File: src/rtl/lutn_cfg_pkg.sv
// Shared definitions for the configurable LUT: the load FSM encoding and
// the legal range of the LUT input count.
package lutn_cfg_pkg;

  typedef enum logic [1:0] {
    IDLE   = 2'd0,
    LOAD   = 2'd1,
    COMMIT = 2'd2
  } state_e;

  localparam int K_MIN = 2;
  localparam int K_MAX = 8;

endpackage

File: src/rtl/lutn_rdmux.sv
// Parametrised 2**K:1 read mux used to read one bit of a LUT truth table.
module lutn_rdmux #(
  parameter int K = 4
) (
  input  logic [(2**K)-1:0] tbl_i,
  input  logic [K-1:0]      sel_i,
  output logic              bit_o
);

  assign bit_o = tbl_i[sel_i];

endmodule

File: src/rtl/lutn_cfg.sv
// K-input LUT whose truth table is loaded serially into a shadow copy and
// swapped into the active table in a single cycle, so Z never sees a mix.
module lutn_cfg
  import lutn_cfg_pkg::*;
#(
  parameter int                 K       = 4,
  parameter logic [(2**K)-1:0]  INIT    = '0,
  parameter bit                 REG_OUT = 1'b0
) (
  input  logic         CK,
  input  logic         RSTN,
  input  logic [K-1:0] ADDR,
  input  logic         CE,
  output logic         Z,
  input  logic         CFG_START,
  input  logic         CFG_VALID,
  input  logic         CFG_DI,
  output logic         CFG_READY,
  output logic         CFG_DO,
  output logic         CFG_DONE
);

  localparam int N = 2**K;

  if ((K < K_MIN) || (K > K_MAX)) begin : g_bad_k
    $error("lutn_cfg: K out of range");
  end

  state_e         state_q, state_d;
  logic [K:0]     count_q, count_d;
  logic [N-1:0]   shadow_q, shadow_d;
  logic [N-1:0]   active_q, active_d;
  logic           ready_q;
  logic           done_q;
  logic           z_raw_s;
  logic           do_raw_s;
  logic [K-1:0]   idx_s;

  assign idx_s = count_q[K-1:0];

  // Load FSM next-state: collect bits into the shadow, then swap in COMMIT.
  always_comb begin
    state_d  = state_q;
    count_d  = count_q;
    shadow_d = shadow_q;
    active_d = active_q;
    case (state_q)
      IDLE: begin
        if (CFG_START) begin
          state_d = LOAD;
          count_d = '0;
        end else begin
          state_d = IDLE;
        end
      end
      LOAD: begin
        // A restart wins over a bit presented in the same cycle.
        if (CFG_START) begin
          count_d = '0;
        end else if (CFG_VALID) begin
          shadow_d[idx_s] = CFG_DI;
          count_d         = count_q + {{K{1'b0}}, 1'b1};
          if (idx_s == {K{1'b1}}) begin
            state_d = COMMIT;
          end else begin
            state_d = LOAD;
          end
        end else begin
          state_d = LOAD;
        end
      end
      COMMIT: begin
        active_d = shadow_q;
        state_d  = IDLE;
      end
      default: begin
        state_d = IDLE;
        count_d = '0;
      end
    endcase
  end

  // State, tables and handshake outputs; reset restores the INIT table.
  always_ff @(posedge CK) begin
    if (!RSTN) begin
      state_q  <= IDLE;
      count_q  <= '0;
      shadow_q <= '0;
      active_q <= INIT;
      ready_q  <= 1'b0;
      done_q   <= 1'b0;
    end else begin
      state_q  <= state_d;
      count_q  <= count_d;
      shadow_q <= shadow_d;
      active_q <= active_d;
      ready_q  <= (state_d == LOAD);
      done_q   <= (state_d == COMMIT);
    end
  end

  lutn_rdmux #(.K(K)) u_zmux (
    .tbl_i (active_q),
    .sel_i (ADDR),
    .bit_o (z_raw_s)
  );

  lutn_rdmux #(.K(K)) u_domux (
    .tbl_i (active_q),
    .sel_i (idx_s),
    .bit_o (do_raw_s)
  );

  assign CFG_READY = ready_q;
  assign CFG_DONE  = done_q;
  assign CFG_DO    = (state_q == LOAD) ? do_raw_s : 1'b0;

  if (REG_OUT) begin : g_zreg
    logic z_q;

    // Output register: captures the LUT value only on CE cycles.
    always_ff @(posedge CK) begin
      if (!RSTN) begin
        z_q <= 1'b0;
      end else if (CE) begin
        z_q <= z_raw_s;
      end else begin
        z_q <= z_q;
      end
    end

    assign Z = z_q;
  end else begin : g_zcomb
    logic unused_ce;
    assign unused_ce = CE;
    assign Z         = z_raw_s;
  end

endmodule

File: config.mk
export PLATFORM = sky130hd
export DESIGN_NAME = lutn_cfg
export DESIGN_NICKNAME = d
export VERILOG_FILES = /design/src/rtl/lutn_cfg_pkg.sv /design/src/rtl/lutn_rdmux.sv /design/src/rtl/lutn_cfg.sv
export SDC_FILE = /design/constraint.sdc
export NUM_CORES = 1
export LEC_CHECK = 0
export CAP_MARGIN = 20
export CORE_ASPECT_RATIO = 1.25
export CORE_MARGIN = 2
export CORE_UTILIZATION = 40
export CTS_CLUSTER_DIAMETER = 60
export CTS_CLUSTER_SIZE = 10
export DETAILED_ROUTE_END_ITERATION = 10
export SYNTH_ARGS = -nofsm -noshare
export SYNTH_HDL_FRONTEND = slang
export SYNTH_SLANG_ARGS = --single-unit
File: constraint.sdc
create_clock -name CK -period 2.35 [get_ports CK]
set_input_delay 0.47 -clock CK [delete_from_list [all_inputs] [get_ports CK]]
set_output_delay 0.47 -clock CK [all_outputs]
set_load 0.05 [all_outputs]
==> summary.txt, run 1 <==
Worst Skew - 0.00528 ns
Mux share of post-synthesis cell area - 0.197
Ys flop type - dfxtp_1
CTS H-tree depth - 2
Post-synthesis sequential area ratio - 0.430
Hold WC Path Type - flop to flop
Final hold vios - 0
Grt ovf - 0
Max Slew Vio Count - 0
Worst Hold Endpoint - active_q[9]$_SDFFE_PN0N_
WL per Instance - 13.9 um
Drt pass-1 iters - 4
Die height - 80.3 um
Avg Cell Area, Syn - 9.04 um2
RSZ-0062 raised after global routing - yes
Post-synth ARST share - 0
FF-to-FF path depth - 5
DRT iter0 DRCs - 49
Area Growth Syn to Fin - 13.5%
Hold path depth - 2
R2r endpoint - shadow_q[15]$_SDFFE_PN0P_
Slew margin rel. - 0.612
FF+latch count, synth - 40
Port Buf Inserts - 12
Number of max-cap violations - 0
Post-synthesis simple-gate area fraction - 0.218
Hold Path Origin - shadow_q[9]$_SDFFE_PN0P_
WL final - 3850 um
Initial Util - 0.418
DRC violations left - 0
Worst skew pair latency - 0.29 ns
Post-synthesis cell area - 0.00186 mm2
Multi-input logic area - 986 um2
Minimum clock period - 2.30 ns
FF+latch area - 803 um2
Pre-CTS setup slack - -0.446 ns
Antenna-violating nets left - 0
Longest Clk Path Bufs - 2
Clk sink count - 40
Synth Area in XOR/XNOR - 0.0141
CP peak stage delay - 0.56 ns
CP bufs+invs - 2
Via count - 1377
First-pass GRT wire length - 6820 um
Final Cycle Share - 0.979
Final GP Congestion - 0.750
Worst reg-to-reg setup slack - 0.92 ns
Number of global-route vias before repair - 1440
Worst EP required - 1.88 ns
Net Count, Synth - 220
Cell family with most CP delay - multiplexers
ANT cells - 0
EDFF count, synth - 0
Least-Margin Pin Slew - 0.583 ns
Global Route met2 Usage - 0.295
Worst r2r src - count_q[1]$_SDFFE_PN0P_
Total track usage - 0.173
Fin nets - 232
Total die area - 0.00522 mm2
Total Power Consumption - 0.00118 W
Largest vdd supply drop - 0.241 mV
Syn. warnings - 0
Leak Pwr - 0.832 nW
Post-CTS Hold Buffers - 0
Endpoints failing setup - 0
Crit-path cells - buf_2 -> mux4_1 -> mux4_2 -> buf_6
Slowest-stage cell, CP - mux4_1
Pwr per Cell Area - 559 mW/mm2
Cts bufs inserted - 5
Vias/cell - 4.99
Busiest grt layer - met2
Critical path arrival - 1.83 ns
Critical path start-end classification - primary input to output pin
Largest family of logic cells by synthesized area - simple AND/OR/NAND/NOR gates
# Post-CTS Setup Buffers - 0
Row count - 27
Core Region - 0.00446 mm2
CTS tree - done
Met1 Usage GRT - 0.207
Synth Area in Compound Gates - 0.0780
Final worst slack - 0.0502 ns
Clock transition at path regs - 0.07 ns
Largest net degree at the start of global routing - 25
Crit-path max FO - 4
Design area - 0.00211 mm2
Initial antenna violation count - 0
Clk root buf - clkbuf_8
Layout fillers - 455
Area after DPL - 0.00204 mm2
Dpl hpwl - 2900 um
M3 GR Usage - 0.0350
Share of cells above drive strength 1 - 0.115
Post-Synth Adder-Cell Area - 0.0269
Die extent in x - 65.0 um
Outcome - completed
CP Launch Type - primary input
Cells after Synth - 206
Fmax - 435 MHz
Synth unique cells - 28
Critical path endpoint category - output pin
I/O Pins - 14
final cells by class:
cell class	instances	area share
clock buffers	6	0.0343
clock inverters	1	0.00237
inverters	3	0.00533
multi-input cells	151	0.467
flip-flops and latches	40	0.380
well taps	58	0.0343
repair buffers	17	0.0770
stage by stage:
stage	setup TNS [ns]	hold WS, ns	cells	utilization
finish	0	0.451	276	0.474
global route	-0.0119	0.479	276	0.474
CTS	0	0.453	276	0.474
detailed placement	-0.446	0.444	269	0.458
global placement	-0.384	0.440	269	0.458
floorplan	0	0.432	206	-
registers in the layout (all words and copies together) (netlist names):
name       cells
count_q        4
CFG_READY      1
state_q        2
active_q      16
CFG_DONE       1
shadow_q      16
worst max-delay path by stage:
stage             end  slack [ns]  cells after the start                    start
2_1_floorplan  CFG_DO        0.05                      5  count_q[1]$_SDFFE_PN0P_
3_3_place_gp        Z       -0.38                      4                  ADDR[0]
3_5_place_dp        Z       -0.45                      4                  ADDR[0]
4_1_cts        CFG_DO        0.02                      5  count_q[1]$_SDFFE_PN0P_
5_1_grt        CFG_DO       -0.01                      5  count_q[1]$_SDFFE_PN0P_
6_report            Z        0.05                      4                  ADDR[0]
logic make-up (layout without fill, tap and decap cells):
kind of cell | count (synthesis) | count (layout)
and+or+nand+nor | 92 | 92
DFF | 40 | 40
AOI/OAI and AO/OA | 26 | 26
muxes | 26 | 26
buffers and inverters | 15 | 27
adders and majority gates | 4 | 4
xor gates and xnor gates | 3 | 3
routing by layer:
metal	part of all wire	vias up
met1	0.45	625
met2	0.49	27
met4	0.021	0
met5	0	-
met3	0.042	6
li1	-	719
cell usage in the layout, fill, tap and decap left out:
cell,instances
and4bb_1,1
clkdlybuf4s50_1,8
buf_6,1
clkbuf_8,5
o21ai_0,2
buf_4,5
and2_1,3
clkinv_2,1
dfxtp_2,2
ha_1,4
nor3b_2,1
mux2i_1,16
buf_12,1
nor2b_1,4
buf_2,1
o32a_1,1
nand2b_1,3
xnor2_1,3
a211oi_1,2
a21boi_0,1
dlygate4sd2_1,1
mux4_2,5
clkbuf_1,1
nor3_1,2
mux4_1,2
o22ai_1,2
mux2_2,3
nor2_1,10
nand2_1,58
nand4_1,2
inv_1,3
nand3_1,8
a21oi_1,18
dfxtp_1,38
Yosys cell counts (2+ instances only):
cell type | instances | area, um2
nand2_1 | 58 | 218
dfxtp_1 | 40 | 801
a21oi_1 | 18 | 90.1
mux2i_1 | 16 | 160
nor2_1 | 10 | 37.5
nand3_1 | 8 | 40.0
clkbuf_1 | 7 | 26.3
ha_1 | 4 | 50.1
mux4_1 | 4 | 105
nor2b_1 | 4 | 25.0
and2_1 | 3 | 18.8
buf_2 | 3 | 15.0
inv_1 | 3 | 11.3
mux2_2 | 3 | 33.8
mux4_2 | 3 | 67.6
nand2b_1 | 3 | 18.8
xnor2_1 | 3 | 26.3
a211oi_1 | 2 | 15.0
nand4_1 | 2 | 12.5
nor3_1 | 2 | 10.0
o21ai_0 | 2 | 10.0
o22ai_1 | 2 | 12.5
report_power, final:
part	switching (W)	internal [W]
sequential	0.00000580	0.000682
clock	0.000219	0.000202
combinational	0.0000410	0.0000320
what timing repair did:
item	CTS	global route
endpoints found under the hold margin	0	0
pin swaps	2	1
setup endpoints to repair	2	1
resized for setup	10	0
worst reg2reg max path, cell delays in order, from the launching register on:
cell     delay [ns]
dfxtp_2        0.39
buf_4          0.18
ha_1           0.29
nand4_1        0.20
mux2i_1        0.20
nor2_1         0.05
Note: power is estimated with default switching activity, not from simulation.
==> run 2, diff against run 1 <==
--- a/config.mk
+++ b/config.mk
@@ -12,6 +12,7 @@
 export CTS_CLUSTER_DIAMETER = 60
 export CTS_CLUSTER_SIZE = 10
 export DETAILED_ROUTE_END_ITERATION = 10
+export MAX_ROUTING_LAYER = met4
 export SYNTH_ARGS = -nofsm -noshare
 export SYNTH_HDL_FRONTEND = slang
 export SYNTH_SLANG_ARGS = --single-unit
==> summary.txt, run 2 (synthesis results as in run 1) <==
Leading cell type in the layout, fill and taps excluded - nand2_1 (unchanged)
Clk sink count - 40 (unchanged)
Commonest non-fill, non-tap cells in the layout - 58 x nand2_1, 38 x dfxtp_1, 18 x a21oi_1 (unchanged)
Pwr per Cell Area - 559 mW/mm2 (about the same)
Worst r2r src - state_q[1]$_SDFF_PN0_ (was count_q[1]$_SDFFE_PN0P_)
Post-layout util - 0.474 (unchanged)
ANT cells - 0 (unchanged)
Max Slew Vio Count - 0 (unchanged)
Number of global-route vias before repair - 1440 (unchanged)
WL per Instance - 13.9 um (about the same)
Cells after DPL - 269 (unchanged)
Total Neg Setup Slack - 0 ns (unchanged)
First-pass GRT wire length - 6810 um (was 6820 um)
Critical path start-end classification - primary input to output pin (unchanged)
Vias/cell - 4.94 (was 4.99)
Final Cycle Share - 0.979 (about the same)
Minimum clock period - 2.30 ns (about the same)
Longest Clk Path Bufs - 2 (unchanged)
Die extent in x - 65.0 um (unchanged)
RSZ-0062 raised after global routing - yes (unchanged)
Worst setup path endpoint - Z (unchanged)
# Post-CTS Setup Buffers - 0 (unchanged)
WL final - 3830 um (was 3850 um)
Clock transition at path regs - 0.07 ns (about the same)
Die height - 80.3 um (unchanged)
CP bufs+invs - 2 (unchanged)
FF+latch area - 803 um2 (unchanged)
Cell family with most CP delay - multiplexers (unchanged)
Outcome - completed (unchanged)
Fin nets - 232 (unchanged)
CTS H-tree depth - 2 (unchanged)
Initial Util - 0.418 (unchanged)
Worst reg-to-reg setup slack - 0.92 ns (about the same)
Worst EP required - 1.88 ns (about the same)
DRC violations left - 0 (unchanged)
CP Launch Type - primary input (unchanged)
Initial antenna violation count - 0 (unchanged)
Row count - 27 (unchanged)
Fin cells - 276 (unchanged)
Post-CTS Hold Buffers - 0 (unchanged)
Slowest-stage cell, CP - mux4_1 (unchanged)
Least-Margin Pin Slew - 0.581 ns (was 0.583 ns)
Critical path endpoint category - output pin (unchanged)
Worst skew pair latency - 0.29 ns (about the same)
Core Region - 0.00446 mm2 (unchanged)
Crit-path cells - buf_2 -> mux4_1 -> mux4_2 -> buf_6 (unchanged)
Share of cells above drive strength 1 - 0.115 (unchanged)
Cts bufs inserted - 5 (unchanged)
Critical path arrival - 1.83 ns (about the same)
Port Buf Inserts - 12 (unchanged)
Dpl hpwl - 2900 um (unchanged)
Clk root buf - clkbuf_8 (unchanged)
CP Depth - 4 (unchanged)
Total track usage - 0.177 (was 0.173)
Largest regs - active_q (16), shadow_q (16), count_q (4) (unchanged)
Slew margin rel. - 0.613 (was 0.612)
Hold WC Path Type - flop to flop (unchanged)
Total Power Consumption - 0.00118 W (about the same)
Layout fillers - 455 (unchanged)
Final GP Congestion - 0.760 (was 0.750)
Largest net degree at the start of global routing - 25 (unchanged)
Number of max-cap violations - 0 (unchanged)
Total die area - 0.00522 mm2 (unchanged)
Drt pass-1 iters - 4 (unchanged)
Final hold vios - 0 (unchanged)
FF-to-FF path depth - 4 (was 5)
Largest vdd supply drop - 0.241 mV (about the same)
Grt ovf - 0 (unchanged)
Leak Pwr - 0.832 nW (unchanged)
CP peak stage delay - 0.56 ns (about the same)
Crit path launch - ADDR[0] (unchanged)
CTS tree - done (unchanged)
Multi-input logic area - 986 um2 (unchanged)
Area Growth Syn to Fin - 13.5% (unchanged)
DRT iter0 DRCs - 53 (was 49)
Endpoints failing setup - 0 (unchanged)
Hold Path Origin - shadow_q[9]$_SDFFE_PN0P_ (unchanged)
Antenna-violating nets left - 0 (unchanged)
Fmax - 435 MHz (unchanged)
Worst Skew - 0.00470 ns (was 0.00528 ns)
Via count - 1364 (was 1377)
Crit-path max FO - 4 (unchanged)
R2r endpoint - shadow_q[12]$_SDFFE_PN0P_ (was shadow_q[15]$_SDFFE_PN0P_)
I/O Pins - 14 (unchanged)
-- run 2: cell counts in the layout (fill, tap and decap cells not counted) --
Identical to the previous run, type by type.
-- run 2: stage by stage --
step / worst slack [ns] / cell area (um2) / hold WS (ns)
detailed placement: -0.446 / 2040 / 0.444
global route: -0.0119 / 2110 / 0.479
CTS: 0.0210 / 2110 / 0.453
global placement: -0.384 / 2040 / 0.440
finish: 0.0502 / 2110 / 0.452
floorplan: 0.0486 / 1860 / 0.432
-- run 2: metal layers --
layer  up-vias  global-route usage  wire [um]
met5         -                   -          0
met4         0              0.0813         78
met3         6              0.0350        148
met2        25               0.295       1860
met1       614               0.207       1740
li1        719                   -          -
-- run 2: worst register-to-register path: cells and delay by family, from the launching register on --
kind | cells | cell delay (ns)
flip-flops | 1 | 0.38
multiplexers | 1 | 0.14
AND/OR/NAND/NOR | 3 | 0.78
-- run 2: worst min path at each step --
stage / end / slack, ns / cells past startpoint
after floorplan: active_q[11]$_SDFFE_PN0N_ / 0.43 / 2
after CTS: active_q[9]$_SDFFE_PN0N_ / 0.45 / 2
after detailed placement: active_q[13]$_SDFFE_PN0N_ / 0.44 / 2
final: active_q[9]$_SDFFE_PN0N_ / 0.45 / 2
after global routing: active_q[11]$_SDFFE_PN0N_ / 0.48 / 2
after global placement: active_q[9]$_SDFFE_PN0N_ / 0.44 / 2
-- run 2: power breakdown --
part	leakage, nW	internal, W	total, W	switching (W)
sequential	0.324	0.000682	0.000688	0.00000583
clock	0.0410	0.000202	0.000421	0.000219
combinational	0.467	0.0000320	0.0000729	0.0000409
-- run 2: final cells by class --
type | instances | area share
multi-input cells | 151 | 0.467
flip-flops and latches | 40 | 0.380
repair buffers | 17 | 0.0770
clock buffers | 6 | 0.0343
well taps | 58 | 0.0343
inverters | 3 | 0.00533
clock inverters | 1 | 0.00237
-- run 2: timing repair --
item / CTS / global route
resized for setup: 10 / 0
pin swaps: 2 / 1
cloned: 0 / 0
setup endpoints to repair: 2 / 1
